===== config.mk =====
export PLATFORM = sky130hd
export DESIGN_NAME = bpu_group_p_flat
export DESIGN_NICKNAME = d
export VERILOG_FILES = /design/src/rtl/bnn_pkg.sv /design/src/rtl/bpu_group_p_if.sv /design/src/rtl/bnn_xnor_popcnt.sv /design/src/rtl/bpu_group_p.sv /design/src/flat_wrapper.sv
export SDC_FILE = /design/constraint.sdc
export NUM_CORES = 1
export LEC_CHECK = 0
export CAP_MARGIN = 20
export CORE_UTILIZATION = 45
export DETAILED_ROUTE_END_ITERATION = 7
export GPL_ROUTABILITY_DRIVEN = 0
export GPL_TIMING_DRIVEN = 0
export PLACE_DENSITY = 0.62
export SLEW_MARGIN = 15
export SYNTH_ARGS = -nofsm -noshare
export SYNTH_HDL_FRONTEND = slang
export SYNTH_SLANG_ARGS = --single-unit

===== constraint.sdc =====
create_clock -name clk -period 32.5 [get_ports clk]
set_input_delay 6.5 -clock clk [delete_from_list [all_inputs] [get_ports clk]]
set_output_delay 6.5 -clock clk [all_outputs]
set_load 0.01 [all_outputs]

===== src/rtl/bnn_pkg.sv =====
// Shared types and width helpers for the binary processing unit group.
//   state_t  : sequencer states (IDLE / ACC / OUT)
//   cw()     : clog2-based width, never below 1 bit
//   acc_w()  : signed result width for a KxK kernel
//   result_t : signed result for the default kernel edge
package bnn_pkg;

    typedef enum logic [1:0] {
        IDLE = 2'd0,
        ACC  = 2'd1,
        OUT  = 2'd2
    } state_t;

    function automatic int unsigned cw(input int unsigned n);
        if (n <= 1) return 1;
        return $clog2(n);
    endfunction

    function automatic int unsigned acc_w(input int unsigned k);
        return $clog2(k * k + 1) + 1;
    endfunction

    localparam int unsigned K_DEF = 7;

    typedef logic signed [acc_w(K_DEF)-1:0] result_t;

endpackage


===== src/rtl/bpu_group_p_if.sv =====
// Control, weight-load, image-load and result buses of the processing unit group.
//   slave  : the processing unit group
//   master : loader / sequencer client / downstream stage
interface bpu_group_p_if
    import bnn_pkg::*;
#(
    parameter int unsigned N_CH  = 8,
    parameter int unsigned K     = 7,
    parameter int unsigned ROW_W = 8
) ();

    localparam int unsigned N_OFF = ROW_W - K + 1;
    localparam int unsigned ACC_W = acc_w(K);
    localparam int unsigned KW    = cw(K + 1);
    localparam int unsigned CHW   = cw(N_CH);
    localparam int unsigned RW    = cw(K);
    localparam int unsigned OFFW  = cw(N_OFF);

    logic [KW-1:0]          k_eff;
    logic                   start;
    logic                   busy;
    logic                   done;

    logic                   wgt_valid;
    logic                   wgt_ready;
    logic [CHW-1:0]         wgt_ch;
    logic [RW-1:0]          wgt_row;
    logic [K-1:0]           wgt_data;

    logic                   img_valid;
    logic                   img_ready;
    logic [K-1:0]           img_data;

    logic                   out_valid;
    logic                   out_ready;
    logic [OFFW-1:0]        out_off;
    logic [N_CH*ACC_W-1:0]  out_data;

    modport slave (
        input  k_eff, start,
        output busy, done,
        input  wgt_valid, wgt_ch, wgt_row, wgt_data,
        output wgt_ready,
        input  img_valid, img_data,
        output img_ready,
        output out_valid, out_off, out_data,
        input  out_ready
    );

    modport master (
        output k_eff, start,
        input  busy, done,
        output wgt_valid, wgt_ch, wgt_row, wgt_data,
        input  wgt_ready,
        output img_valid, img_data,
        input  img_ready,
        input  out_valid, out_off, out_data,
        output out_ready
    );

endinterface


===== src/rtl/bnn_xnor_popcnt.sv =====
// K-bit XNOR followed by population count (combinational).
//   a, b : operands
//   cnt  : number of equal bit positions, 0..K
module bnn_xnor_popcnt
    import bnn_pkg::*;
#(
    parameter int unsigned K = 7
) (
    input  logic [K-1:0]        a,
    input  logic [K-1:0]        b,
    output logic [cw(K+1)-1:0]  cnt
);

    localparam int unsigned CNT_W = cw(K + 1);

    logic [K-1:0] xn;

    always_comb begin
        xn  = ~(a ^ b);
        cnt = '0;
        for (int i = 0; i < K; i++) begin
            cnt = cnt + CNT_W'(xn[i]);
        end
    end

endmodule


===== src/rtl/bpu_group_p.sv =====
// Binary processing unit group: K image row shift registers, one KxK binary
// kernel per channel, and a sequencer that slides the window over every
// horizontal offset, emitting one signed XNOR-popcount result per channel.
//   clk, rst : clock, asynchronous active-high reset
//   bus      : k_eff/start/busy/done control, wgt_* and img_* load
//              handshakes, out_* result handshake
module bpu_group_p
    import bnn_pkg::*;
#(
    parameter int unsigned N_CH  = 8,
    parameter int unsigned K     = 7,
    parameter int unsigned ROW_W = 8
) (
    input  logic         clk,
    input  logic         rst,
    bpu_group_p_if.slave bus
);

    localparam int unsigned N_OFF = ROW_W - K + 1;
    localparam int unsigned ACC_W = acc_w(K);
    localparam int unsigned KW    = cw(K + 1);
    localparam int unsigned RW    = cw(K);
    localparam int unsigned OFFW  = cw(N_OFF);
    localparam int unsigned PW    = cw(K + 1);

    state_t                 state;
    state_t                 state_d;

    logic [KW-1:0]          k_lat;
    logic [KW-1:0]          k_sel;
    logic [KW-1:0]          row_idx;
    logic [RW-1:0]          rd_row;
    logic [OFFW-1:0]        off;

    logic [ROW_W-1:0]       img_row [K];
    logic [K-1:0]           kern    [N_CH][K];
    logic [ACC_W-1:0]       acc     [N_CH];
    logic [ACC_W-1:0]       acc_nxt [N_CH];
    logic [PW-1:0]          pop     [N_CH];

    logic [K-1:0]           win;
    logic [ACC_W-1:0]       bias;
    logic [N_CH*ACC_W-1:0]  res;

    logic                   out_valid_q;
    logic [OFFW-1:0]        out_off_q;
    logic [N_CH*ACC_W-1:0]  out_data_q;
    logic                   done_q;

    logic                   idle;
    logic                   wgt_hs;
    logic                   img_hs;
    logic                   last_off;
    logic                   start_pass;
    logic                   acc_clr;
    logic                   acc_en;
    logic                   out_load;
    logic                   out_hs;

    assign idle          = (state == IDLE);
    assign bus.wgt_ready = idle;
    assign bus.img_ready = idle;
    assign bus.busy      = !idle;
    assign bus.done      = done_q;
    assign bus.out_valid = out_valid_q;
    assign bus.out_off   = out_off_q;
    assign bus.out_data  = out_data_q;

    assign wgt_hs   = bus.wgt_valid && idle;
    assign img_hs   = bus.img_valid && idle;
    assign last_off = (off == OFFW'(N_OFF - 1));

    // Zero or oversized k_eff means "use the full kernel".
    always_comb begin
        if (bus.k_eff == '0 || 32'(bus.k_eff) > K) k_sel = KW'(K);
        else                                       k_sel = bus.k_eff;
    end

    // row_idx reaches k_lat after the final ACC cycle; keep the read index in range.
    assign rd_row = (32'(row_idx) < K) ? RW'(row_idx) : '0;
    assign win    = img_row[rd_row][off +: K];

    // One XNOR-popcount lane per channel on the current window row.
    for (genvar c = 0; c < N_CH; c++) begin : g_lane
        bnn_xnor_popcnt #(.K(K)) u_xp (
            .a   (win),
            .b   (kern[c][rd_row]),
            .cnt (pop[c])
        );
    end

    // Result = matches - mismatches = 2*matches - k_eff*K, taken from the
    // accumulator value that includes the final row; modulo-2^ACC_W is exact
    // because the true value lies within -K*K..+K*K.
    assign bias = ACC_W'(k_lat) * ACC_W'(K);

    always_comb begin
        res = '0;
        for (int c = 0; c < N_CH; c++) begin
            acc_nxt[c]                = acc[c] + ACC_W'(pop[c]);
            res[c*ACC_W +: ACC_W]     = (acc_nxt[c] << 1) - bias;
        end
    end

    // Sequencer state register.
    always_ff @(posedge clk or posedge rst) begin
        if (rst) state <= IDLE;
        else     state <= state_d;
    end

    // Sequencer next state and datapath controls.
    always_comb begin
        state_d    = state;
        start_pass = 1'b0;
        acc_clr    = 1'b0;
        acc_en     = 1'b0;
        out_load   = 1'b0;
        out_hs     = 1'b0;
        case (state)
            IDLE: begin
                if (bus.start) begin
                    start_pass = 1'b1;
                    acc_clr    = 1'b1;
                    state_d    = ACC;
                end
            end
            ACC: begin
                acc_en = 1'b1;
                if (row_idx == k_lat - KW'(1)) begin
                    out_load = 1'b1;
                    state_d  = OUT;
                end
            end
            OUT: begin
                if (bus.out_ready) begin
                    out_hs = 1'b1;
                    if (last_off) begin
                        state_d = IDLE;
                    end else begin
                        acc_clr = 1'b1;
                        state_d = ACC;
                    end
                end
            end
            default: state_d = IDLE;
        endcase
    end

    // Image rows, kernels, accumulators and result registers.
    always_ff @(posedge clk or posedge rst) begin
        if (rst) begin
            for (int r = 0; r < K; r++) img_row[r] <= '0;
            for (int c = 0; c < N_CH; c++) begin
                for (int r = 0; r < K; r++) kern[c][r] <= '0;
                acc[c] <= '0;
            end
            k_lat       <= '0;
            row_idx     <= '0;
            off         <= '0;
            out_valid_q <= 1'b0;
            out_off_q   <= '0;
            out_data_q  <= '0;
            done_q      <= 1'b0;
        end else begin
            done_q <= 1'b0;

            // Out-of-range kernel rows/channels are accepted and dropped.
            if (wgt_hs && 32'(bus.wgt_row) < K && 32'(bus.wgt_ch) < N_CH) begin
                kern[bus.wgt_ch][bus.wgt_row] <= bus.wgt_data;
            end

            if (img_hs) begin
                for (int r = 0; r < K; r++) begin
                    img_row[r] <= {img_row[r][ROW_W-2:0], bus.img_data[r]};
                end
            end

            if (start_pass) begin
                k_lat <= k_sel;
                off   <= '0;
            end

            if (acc_clr) begin
                for (int c = 0; c < N_CH; c++) acc[c] <= '0;
                row_idx <= '0;
            end else if (acc_en) begin
                for (int c = 0; c < N_CH; c++) acc[c] <= acc_nxt[c];
                row_idx <= row_idx + KW'(1);
            end

            if (out_load) begin
                out_valid_q <= 1'b1;
                out_off_q   <= off;
                out_data_q  <= res;
            end

            if (out_hs) begin
                out_valid_q <= 1'b0;
                if (last_off) done_q <= 1'b1;
                else          off    <= off + OFFW'(1);
            end
        end
    end

endmodule


===== src/flat_wrapper.sv =====
// flat-port wrapper written by rule: the top's interface ports become plain ports
module bpu_group_p_flat import bnn_pkg::*;
#(
    parameter int unsigned N_CH  = 8,
    parameter int unsigned K     = 7,
    parameter int unsigned ROW_W = 8
)
  (clk, rst, bus_k_eff, bus_start, bus_busy, bus_done, bus_wgt_valid, bus_wgt_ch, bus_wgt_row, bus_wgt_data, bus_wgt_ready, bus_img_valid, bus_img_data, bus_img_ready, bus_out_valid, bus_out_off, bus_out_data, bus_out_ready);
  bpu_group_p_if #(.N_CH(N_CH), .K(K), .ROW_W(ROW_W)) bus_i ();
  input  logic clk;
  input  logic rst;
  input wire logic [$bits(bus_i.k_eff)-1:0] bus_k_eff;
  input wire logic [$bits(bus_i.start)-1:0] bus_start;
  output wire logic [$bits(bus_i.busy)-1:0] bus_busy;
  output wire logic [$bits(bus_i.done)-1:0] bus_done;
  input wire logic [$bits(bus_i.wgt_valid)-1:0] bus_wgt_valid;
  input wire logic [$bits(bus_i.wgt_ch)-1:0] bus_wgt_ch;
  input wire logic [$bits(bus_i.wgt_row)-1:0] bus_wgt_row;
  input wire logic [$bits(bus_i.wgt_data)-1:0] bus_wgt_data;
  output wire logic [$bits(bus_i.wgt_ready)-1:0] bus_wgt_ready;
  input wire logic [$bits(bus_i.img_valid)-1:0] bus_img_valid;
  input wire logic [$bits(bus_i.img_data)-1:0] bus_img_data;
  output wire logic [$bits(bus_i.img_ready)-1:0] bus_img_ready;
  output wire logic [$bits(bus_i.out_valid)-1:0] bus_out_valid;
  output wire logic [$bits(bus_i.out_off)-1:0] bus_out_off;
  output wire logic [$bits(bus_i.out_data)-1:0] bus_out_data;
  input wire logic [$bits(bus_i.out_ready)-1:0] bus_out_ready;
  assign bus_i.k_eff = bus_k_eff;
  assign bus_i.start = bus_start;
  assign bus_busy = bus_i.busy;
  assign bus_done = bus_i.done;
  assign bus_i.wgt_valid = bus_wgt_valid;
  assign bus_i.wgt_ch = bus_wgt_ch;
  assign bus_i.wgt_row = bus_wgt_row;
  assign bus_i.wgt_data = bus_wgt_data;
  assign bus_wgt_ready = bus_i.wgt_ready;
  assign bus_i.img_valid = bus_img_valid;
  assign bus_i.img_data = bus_img_data;
  assign bus_img_ready = bus_i.img_ready;
  assign bus_out_valid = bus_i.out_valid;
  assign bus_out_off = bus_i.out_off;
  assign bus_out_data = bus_i.out_data;
  assign bus_i.out_ready = bus_out_ready;
  bpu_group_p #(.N_CH(N_CH), .K(K), .ROW_W(ROW_W)) u_core (.clk(clk), .rst(rst), .bus(bus_i));
endmodule

### Yosys cells after proc, flatten, opt, wreduce, memory -nomap -nowiden

Cells that the tools add are included.

| word-level totals | value |
|---|---|
| output and inout port bits | 62 |
| memories | 0 |
| word-level logic and storage cells | 251 |
| bits in read-only memories | 0 |
| bits in writable memories | 0 |
| flip-flop bits (word level) | 572 |
| bits in latches | 0 |

| cells by class | value |
|---|---|
| add/subtract/negate cells | 67 |
| bitwise logic cells | 19 |
| div/mod/pow operators | 0 |
| equal/unequal tests | 6 |
| shift-type cells | 1 |
| $lt $le $gt $ge | 7 |
| $mul | 1 |
| reduce and logical (&&, ||, !) cells | 11 |
| multiplexer cells | 60 |

Operators with widths:

| kind | count |
|---|---|
| $bwmux W392 | 1 |
| $bmux W7 S3 | 8 |
| $demux W49 S3 | 1 |
| $mux W7 | 17 |
| $mux W56 | 2 |
| $add A3 B1 Y3 | 32 |
| $add A7 B3 Y7 | 8 |
| $not A7 Y7 | 8 |
| $sub A7 B6 Y7 | 8 |
| $xor A7 B7 Y7 | 8 |
| $mux W49 | 1 |
| $add A2 B1 Y3 | 8 |
| $bmux W8 S3 | 1 |
| $demux W7 S3 | 1 |
| $mux W1 | 17 |
| $add A1 B1 Y2 | 8 |
| $mux W8 | 2 |
| $ge A4 B4 Y1 const B | 3 |
| $mux W3 | 4 |
| $not A3 Y4 | 3 |
| $lt A4 B1 Y1 const B | 2 |
| $shiftx A8 B2 Y7 | 1 |
| $lt A3 B3 Y1 const B | 2 |
| $mul A3 B3 Y6 const B | 1 |
| other kinds (17) | 25 |

### Longest topological paths before layout

Gate-level depths: netlist (run 1).

| logic depth | value |
|---|---|
| word-level depth | 18 |
| gate-level depth with buffers | 24 |

### By module

A second synthesis (run 1) with hierarchy kept.

| second synthesis, totals | value |
|---|---|
| cell total of the unflattened synthesis | 2513 |
| area total of the unflattened synthesis | 29290.6 um^2 |

Modules (own cells, without submodules):

| module | area an instance (um^2) | sequential area each (um^2) | times used | cells each |
|---|---|---|---|---|
| bpu_group_p | 28069.4 | 13938.4 | 1 | 2401 |
| bnn_xnor_popcnt | 152.6 | 0.0 | 8 | 14 |

### Worst setup path before layout (run 1)

OpenSTA, ideal clock, no wires.

| path | value |
|---|---|
| kind | in2reg |
| from | input port bus_wgt_ch[1] |
| to | register u_core.kern[147] (netlist name) |
| buffers on the path | 1 |
| arrival time | 7732 ps |
| data required time | 32375 ps |
| stages | 4 |
| slack | 24643 ps |
| cell sequence | or3b_2 > clkbuf_1 > nor2_2 > mux2_2 |

| on the way | value |
|---|---|
| longest elaborated chain between the ends | 6 |

Ends and longest elaborated chain:

| element | line | RTL |
|---|---|---|
| from (decl) | flat_wrapper.sv:17 | `input wire logic [$bits(bus_i.wgt_ch)-1:0] bus_wgt_ch;` |
| $not A3 Y4 (not written as such) * | bpu_group_p.sv:169 | `kern[bus.wgt_ch][bus.wgt_row] <= bus.wgt_data;` |
| $ge A4 B4 Y1 (not written as such) / $lt A4 B1 Y1 (equally long branches) | bpu_group_p.sv:169 |  |
| $logic_and A1 B1 Y1 (not written as such) | bpu_group_p.sv:169 |  |
| $mux W49 (not written as such) | bpu_group_p.sv:169 |  |
| $demux W49 S3 * | bpu_group_p.sv:169 |  |
| $bwmux W392 * | bpu_group_p.sv:169 |  |
| to (signal, indexed assignment) | bpu_group_p.sv:169 |  |
| to (decl) | bpu_group_p.sv:36 | `logic [K-1:0] kern [N_CH][K];` |

Mark *: on every way between the ends. The rest lies on a longest branch, timed or not.
A chain may end at the register's enable or synchronous reset.

### Worst setup path in the final report (run 1)

| path | value |
|---|---|
| from | register u_core.state[0] |
| to | output port bus_busy |

| on the way | value |
|---|---|
| longest elaborated chain between the ends | 2 |

Ends and longest elaborated chain:

| element | line | RTL |
|---|---|---|
| from (decl) | bpu_group_p.sv:26 | `state_t state;` |
| from (signal assigned) | bpu_group_p.sv:108 | `else state <= state_d;` |
| $logic_not A2 Y1 | bpu_group_p.sv:60 | `assign idle = (state == IDLE);` |
| $logic_not A1 Y1 | bpu_group_p.sv:63 | `assign bus.busy = !idle;` |
| to (decl) | flat_wrapper.sv:14 | `output wire logic [$bits(bus_i.busy)-1:0] bus_busy;` |

Every way passes these cells.

==> results of run 1 <==
==> synthesized netlist by cell type, types with 41 or more instances <==
| cell type | number | area, µm² |
|---|---|---|
| o22ai_1 | 79 | 494 |
| dfrtp_1 | 557 | 13900 |
| mux4_2 | 56 | 1260 |
| nand2_1 | 148 | 556 |
| ha_1 | 103 | 1290 |
| xnor2_1 | 97 | 850 |
| nor2_1 | 80 | 300 |
| a21oi_1 | 87 | 435 |
| clkbuf_1 | 82 | 308 |
| o21ai_0 | 75 | 375 |
| mux2_2 | 505 | 5690 |
| buf_2 | 41 | 205 |
| inv_1 | 70 | 263 |
==> area by class of cell <==
type	instances	area share, %
clock inverter	16	0.476
buffer	146	2.14
clock buffer	92	5.22
tap	846	3.20
inverter	72	0.839
multi-input combinational	1561	43.0
sequential	557	42.1
timing repair buffer	89	3.01
==> worst max path at each step <==
stage | end | slack (ps) | from
floorplan | u_core.acc[0]$_DFFE_PP0P_ | 10420 | rst
global placement | u_core.bus.out_data[9]$_DFFE_PP0P_ | 4310 | rst
detailed placement | u_core.bus.out_data[9]$_DFFE_PP0P_ | 23360 | rst
CTS | bus_busy | 23800 | u_core.state[1]$_DFFE_PP0P_
global route | bus_busy | 23750 | u_core.state[0]$_DFFE_PP0P_
finish | bus_busy | 23810 | u_core.state[0]$_DFFE_PP0P_
==> layer usage <==
metal  track usage (%)  vias to the layer above
met5                 0                        -
met4              7.11                        2
met3              4.50                      132
met2              38.6                      487
met1              34.1                     9798
li1                  -                     8655
==> placed cells by master (no fill, tap or decap), types with 10 or more instances in the layout <==
cell	n
nand3_1	17
clkbuf_8	13
nor2_2	36
o21a_1	23
clkbuf_1	102
ha_1	103
nand2_1	148
clkbuf_16	59
clkinv_2	10
buf_2	41
o21ai_1	15
mux2_2	505
a21o_1	19
buf_4	11
nor2_1	80
mux4_2	56
a21oi_1	87
inv_1	69
xor2_1	28
dfrtp_1	557
xnor2_1	97
fa_1	35
clkdlybuf4s50_1	83
a22o_1	38
nor3_1	10
o31ai_1	17
o22ai_1	79
o21ai_0	75
==> through the flow <==
step | utilization (%) | hold slack (ps) | instance area, µm²
final | 52.1 | 477 | 33100
after global routing | 52.1 | 495 | 33100
after CTS | 52.1 | 482 | 33100
after detailed placement | 49.2 | 470 | 31200
after global placement | 48.9 | 461 | 31100
after floorplan | - | 450 | 29200
==> worst register-to-register path, stage by stage, from the launching register on <==
cell and delay (ps):
dfrtp_1 430, buf_2 220, a21oi_1 500, buf_2 390, buf_2 370, mux4_2 430, nor2_1 130, a21oi_1 100
xnor2_1 180, fa_1 520, fa_1 490, inv_1 50, fa_1 430, ha_1 220, fa_1 470, xor2_1 290
ha_1 330, a21o_1 170, a31oi_1 200, o21ai_0 150, xnor2_1 230, o21ai_0 110
==> sequential cells by signal (all words and copies together), names as in the netlist, 2 cells and up <==
name and count:
u_core.img_row 56, u_core.kern 392, u_core.bus.out_data 49, u_core.row_idx 3, u_core.k_lat 3, u_core.acc 48, u_core.state 2
==> cells by family after synthesis <==
logic type                 share of synthesized area [%]
AOI/OAI and AO/OA                                   8.27
xor gates and xnor gates                            3.75
adders and majority gates                           6.82
buffers and inverters                               3.35
DFF                                                 47.8
muxes                                               24.3
and+or+nand+nor                                     5.72
==> results.yml, run 1 <==
run_status:
  status: "finished, final reports clean"
clocking:
  cts_tree: "done"
  cts_buffer_depth: 3
  ctsHoldBuffers: 0
  cts.sinks: 557
  clkTransAtPathRegs_ps: 70
  numCtsBuffers: 59
  ctsResizeCount: 0
  postCtsSetupRepairBufs: 0
  clockRootBuffer: "clkbuf_16"
  clock_latency_ps: 640
  htreeDepth: 2
critical_path:
  reg2reg_from: "u_core.row_idx[2]$_DFFE_PP0P_"
  cp-end-kind: "output port"
  path_buf_inv: 2
  crit_chain: "nor2_4, inv_2, clkdlybuf4s50_1"
  r2r_cells: 21
  start_kind: "register"
  max_stage_delay_ps: 520
  required_ps: 26000
  cpMaxStageDelayCell: "clkdlybuf4s50_1"
  critPathMaxFanout: 7
  crit_type: "register to output port"
  crit_family: "buffers and inverters"
  ff2ff_setup_slack_ps: 25930
  cp.depth: 3
  timing.rr.end: "u_core.bus.out_data[55]$_DFFE_PP0P_"
  cp_data_arrival_time_ps: 2190
floorplanning:
  die_w_um: 257
  rows: 92
  core_mm2: 0.0635
  die_h_um: 257
  die-area_mm2: 0.0659
  initial_core_util_pct: 45.9
  io_pins: 91
global_routing:
  grt_pass1_wl_mm: 123
  overflow: 0
  antenna_found_initial: 2
  grt_max_degree: 105
  grt_usage_pct: 24.4
  grt_pass1_vias: 20200
logic_synthesis:
  synth_cell_type_count: 56
  synth_edf_count: 0
  ys.flop_type: "dfrtp_1"
  avgSynthCellArea_um2: 12.5
  synth_area_mm2: 0.0292
  ys_ff_latch: 557
  ys_warn_count: 0
  synth_seq_area_share_pct: 47.8
  syn_nets: 2503
  netlist_instances: 2336
  synthArstFlopShare_pct: 100
finish:
  regArea_mm2: 0.0139
  syn_to_final_growth_pct: 13.5
  final_cells: 3379
  fin_nets: 2653
  antenna_cells: 0
  nFillCells: 5521
  drive_gt1_share_pct: 31.1
  multi_input_area_mm2: 0.0143
job:
  maxCapViolCount: 0
placement:
  pre_cts_ws_ps: 23360
  placed_cells: 3271
  io_buffers: 83
  dp_hpwl_mm: 57.2
timing:
  fmax_mhz: 115
  final_max_slew_viol_count: 0
  finalWorstSetupSlack_ps: 23810
  rsz0062_at_grt: "no"
  fin_setup_tns_ps: 0
  tightest_slew_ps: 976
  finalSetupViolCount: 0
  max-slew-margin-rel_pct: 34.9
  final.min_clock_period_ps: 8690
  fin_crit_sh_pct: 26.7
  hold_violations: 0
  finClkSkew_ps: 18.3
route:
  m1WireLength_mm: 35.7
  ant_nets: 0
  wl_per_cell_um: 23.2
  topRoutingLayerUsed: "met5"
  first_pass_iters: 5
  drc: 0
  viasPerCell: 5.64
  drt-total-wl_mm: 78.5
  vias: 19100
  wl_met3_mm: 4.31
  met2_length_mm: 36.3
  first_iter_violations: 1097
hold_path:
  holdPathStages: 2
  min_to: "u_core.img_row[39]$_DFFE_PP0P_"
  hold_path_class: "register to register"
  hold_start: "u_core.img_row[38]$_DFFE_PP0P_"
Power of run 1 is left out: the tool's default activity adds up to more than one toggle a clock period on the data nets, which glitch-free logic cannot reach.
==> run 2, diff against run 1 <==
- clock period: 32.5 -> 8.8 ns (I/O delays scaled with it)
==> run 2 against run 1 <==
  * Cell count is 0.41% higher
  * Utilization is 0.65 points higher
  * Worst hold slack worse by 0.99 ps
  * Sequential share of layout area is 0.52 points lower
  * Critical path depth is 18 higher
  * Sequential cell count stayed put
  * Critical endpoint is now u_core.bus.out_data[55]$_DFFE_PP0P_
==> results.yml, run 2 (same netlist as run 1, synthesis figures left out) <==
run_status:
  status: "finished, final reports clean"
timing:
  hold_violations: 0
  fin_crit_sh_pct: 74.8
  rsz0062_at_grt: "no"
  finalSetupViolCount: 0
  fmax_mhz: 152
  finClkSkew_ps: 26.7
  tightest_slew_ps: 1060
  final.min_clock_period_ps: 6580
  final_max_slew_viol_count: 0
  whs_ps: 476
  max-slew-margin-rel_pct: 29.5
clocking:
  clockRootBuffer: "clkbuf_16"
  htreeDepth: 2
  cts_buffer_depth: 3
  clkTransAtPathRegs_ps: 60
  cts.sinks: 557
  ctsResizeCount: 0
  postCtsSetupRepairBufs: 0
  clock_latency_ps: 650
  cts_tree: "done"
  ctsHoldBuffers: 0
  numCtsBuffers: 60
global_routing:
  overflow: 0
  antenna_found_initial: 2
  grt_usage_pct: 24.1
  grt_pass1_wl_mm: 121
  grt_max_degree: 38
  grt_pass1_vias: 20000
route:
  first_pass_iters: 4
  vias: 19100
  wl_per_cell_um: 23.0
  drc: 0
  first_iter_violations: 1268
  drt-total-wl_mm: 78.0
  ant_nets: 0
  viasPerCell: 5.62
floorplanning:
  die_w_um: 257
  core_mm2: 0.0635
  die-area_mm2: 0.0659
  initial_core_util_pct: 45.9
  io_pins: 91
  rows: 92
  die_h_um: 257
critical_path:
  cpMaxStageDelayCell: "a21oi_1"
  cp_data_arrival_time_ps: 7090
  crit_type: "register to register"
  path_buf_inv: 4
  required_ps: 9300
  max_stage_delay_ps: 510
  crit_path_frequent_cell: "fa_1"
  start_kind: "register"
  crit_chain: "buf_2, a21oi_1, buf_2, buf_2, mux4_2, nor2_1, a21oi_1, xnor2_1, fa_1, fa_1, inv_1, fa_1, ha_1, fa_1, xor2_1, ha_1, a21o_1, a31oi_1, o21ai_0, xnor2_1, o21ai_0"
  crit_family: "adder cells"
  cp-end-kind: "register"
  critPathMaxFanout: 10
finish:
  regMostFlops: "u_core.kern"
  final_cells: 3393
  drive_gt1_share_pct: 31.6
  mostFrequentLayoutCell: "dfrtp_1"
  fin_nets: 2666
  largest_reg_flops: 392
  layout_common_cells: "dfrtp_1 (557), mux2_2 (505), nand2_1 (148)"
  syn_to_final_growth_pct: 14.9
job:
  maxCapViolCount: 0
placement:
  placed_cells: 3283
  dp_hpwl_mm: 57.3
  io_buffers: 83
hold_path:
  hold_path_class: "register to register"
run 2: metrics by stage:
stage / instance area, µm² / utilization (%) / setup WS, ps / TNS [ps]
2_1_floorplan: 29200 / - / -542 / -301760
3_3_place_gp: 31100 / 48.9 / -3910 / -2150100
3_5_place_dp: 31400 / 49.5 / 2310 / 0
4_1_cts: 33500 / 52.8 / 2250 / 0
5_1_grt: 33500 / 52.8 / 1900 / 0
6_report: 33500 / 52.8 / 2220 / 0
run 2: final timing paths:
check                                               startpoint                                   to  slack [ps]  cells after the start
setup / recovery                 u_core.row_idx[2]$_DFFE_PP0P_  u_core.bus.out_data[55]$_DFFE_PP0P_        2220                     21
min in group asynchronous                                  rst         u_core.kern[137]$_DFFE_PP0P_        1470                      2
hold / removal             u_core.bus.out_data[20]$_DFFE_PP0P_  u_core.bus.out_data[20]$_DFFE_PP0P_         480                      2
max in group asynchronous                                  rst  u_core.bus.out_data[12]$_DFFE_PP0P_        5660                      8
hold reg to reg            u_core.bus.out_data[20]$_DFFE_PP0P_  u_core.bus.out_data[20]$_DFFE_PP0P_         480                      2
setup reg to reg                 u_core.row_idx[2]$_DFFE_PP0P_  u_core.bus.out_data[55]$_DFFE_PP0P_        2220                     21
run 2: final cells by class:
cell class	count	area [µm²]
multi-input combinational	1561	14300
tap	846	1060
clock inverter	21	363
timing repair buffer	101	1210
sequential	557	13900
fill	5417	30000
antenna	1	2.50
inverter	72	274
buffer	146	708
clock buffer	88	1730
run 2: tightest hold or removal path: cells and delay by family (launching register included):
| family | cells | cell delay, ps |
|---|---|---|
| flip-flops | 1 | 340 |
| AND/OR/NAND/NOR | 1 | 40 |
| AO/OA/AOI/OAI | 1 | 60 |
run 2: metal layers:
metal	vias to the layer above	global-route usage (%)	part of all wire, %
met5	-	0	0.015
met4	2	7.77	2.9
met3	139	4.75	5.4
met2	428	37.7	46
met1	9842	33.7	46
li1	8664	-	-
Power of run 2 is left out for the same reason.
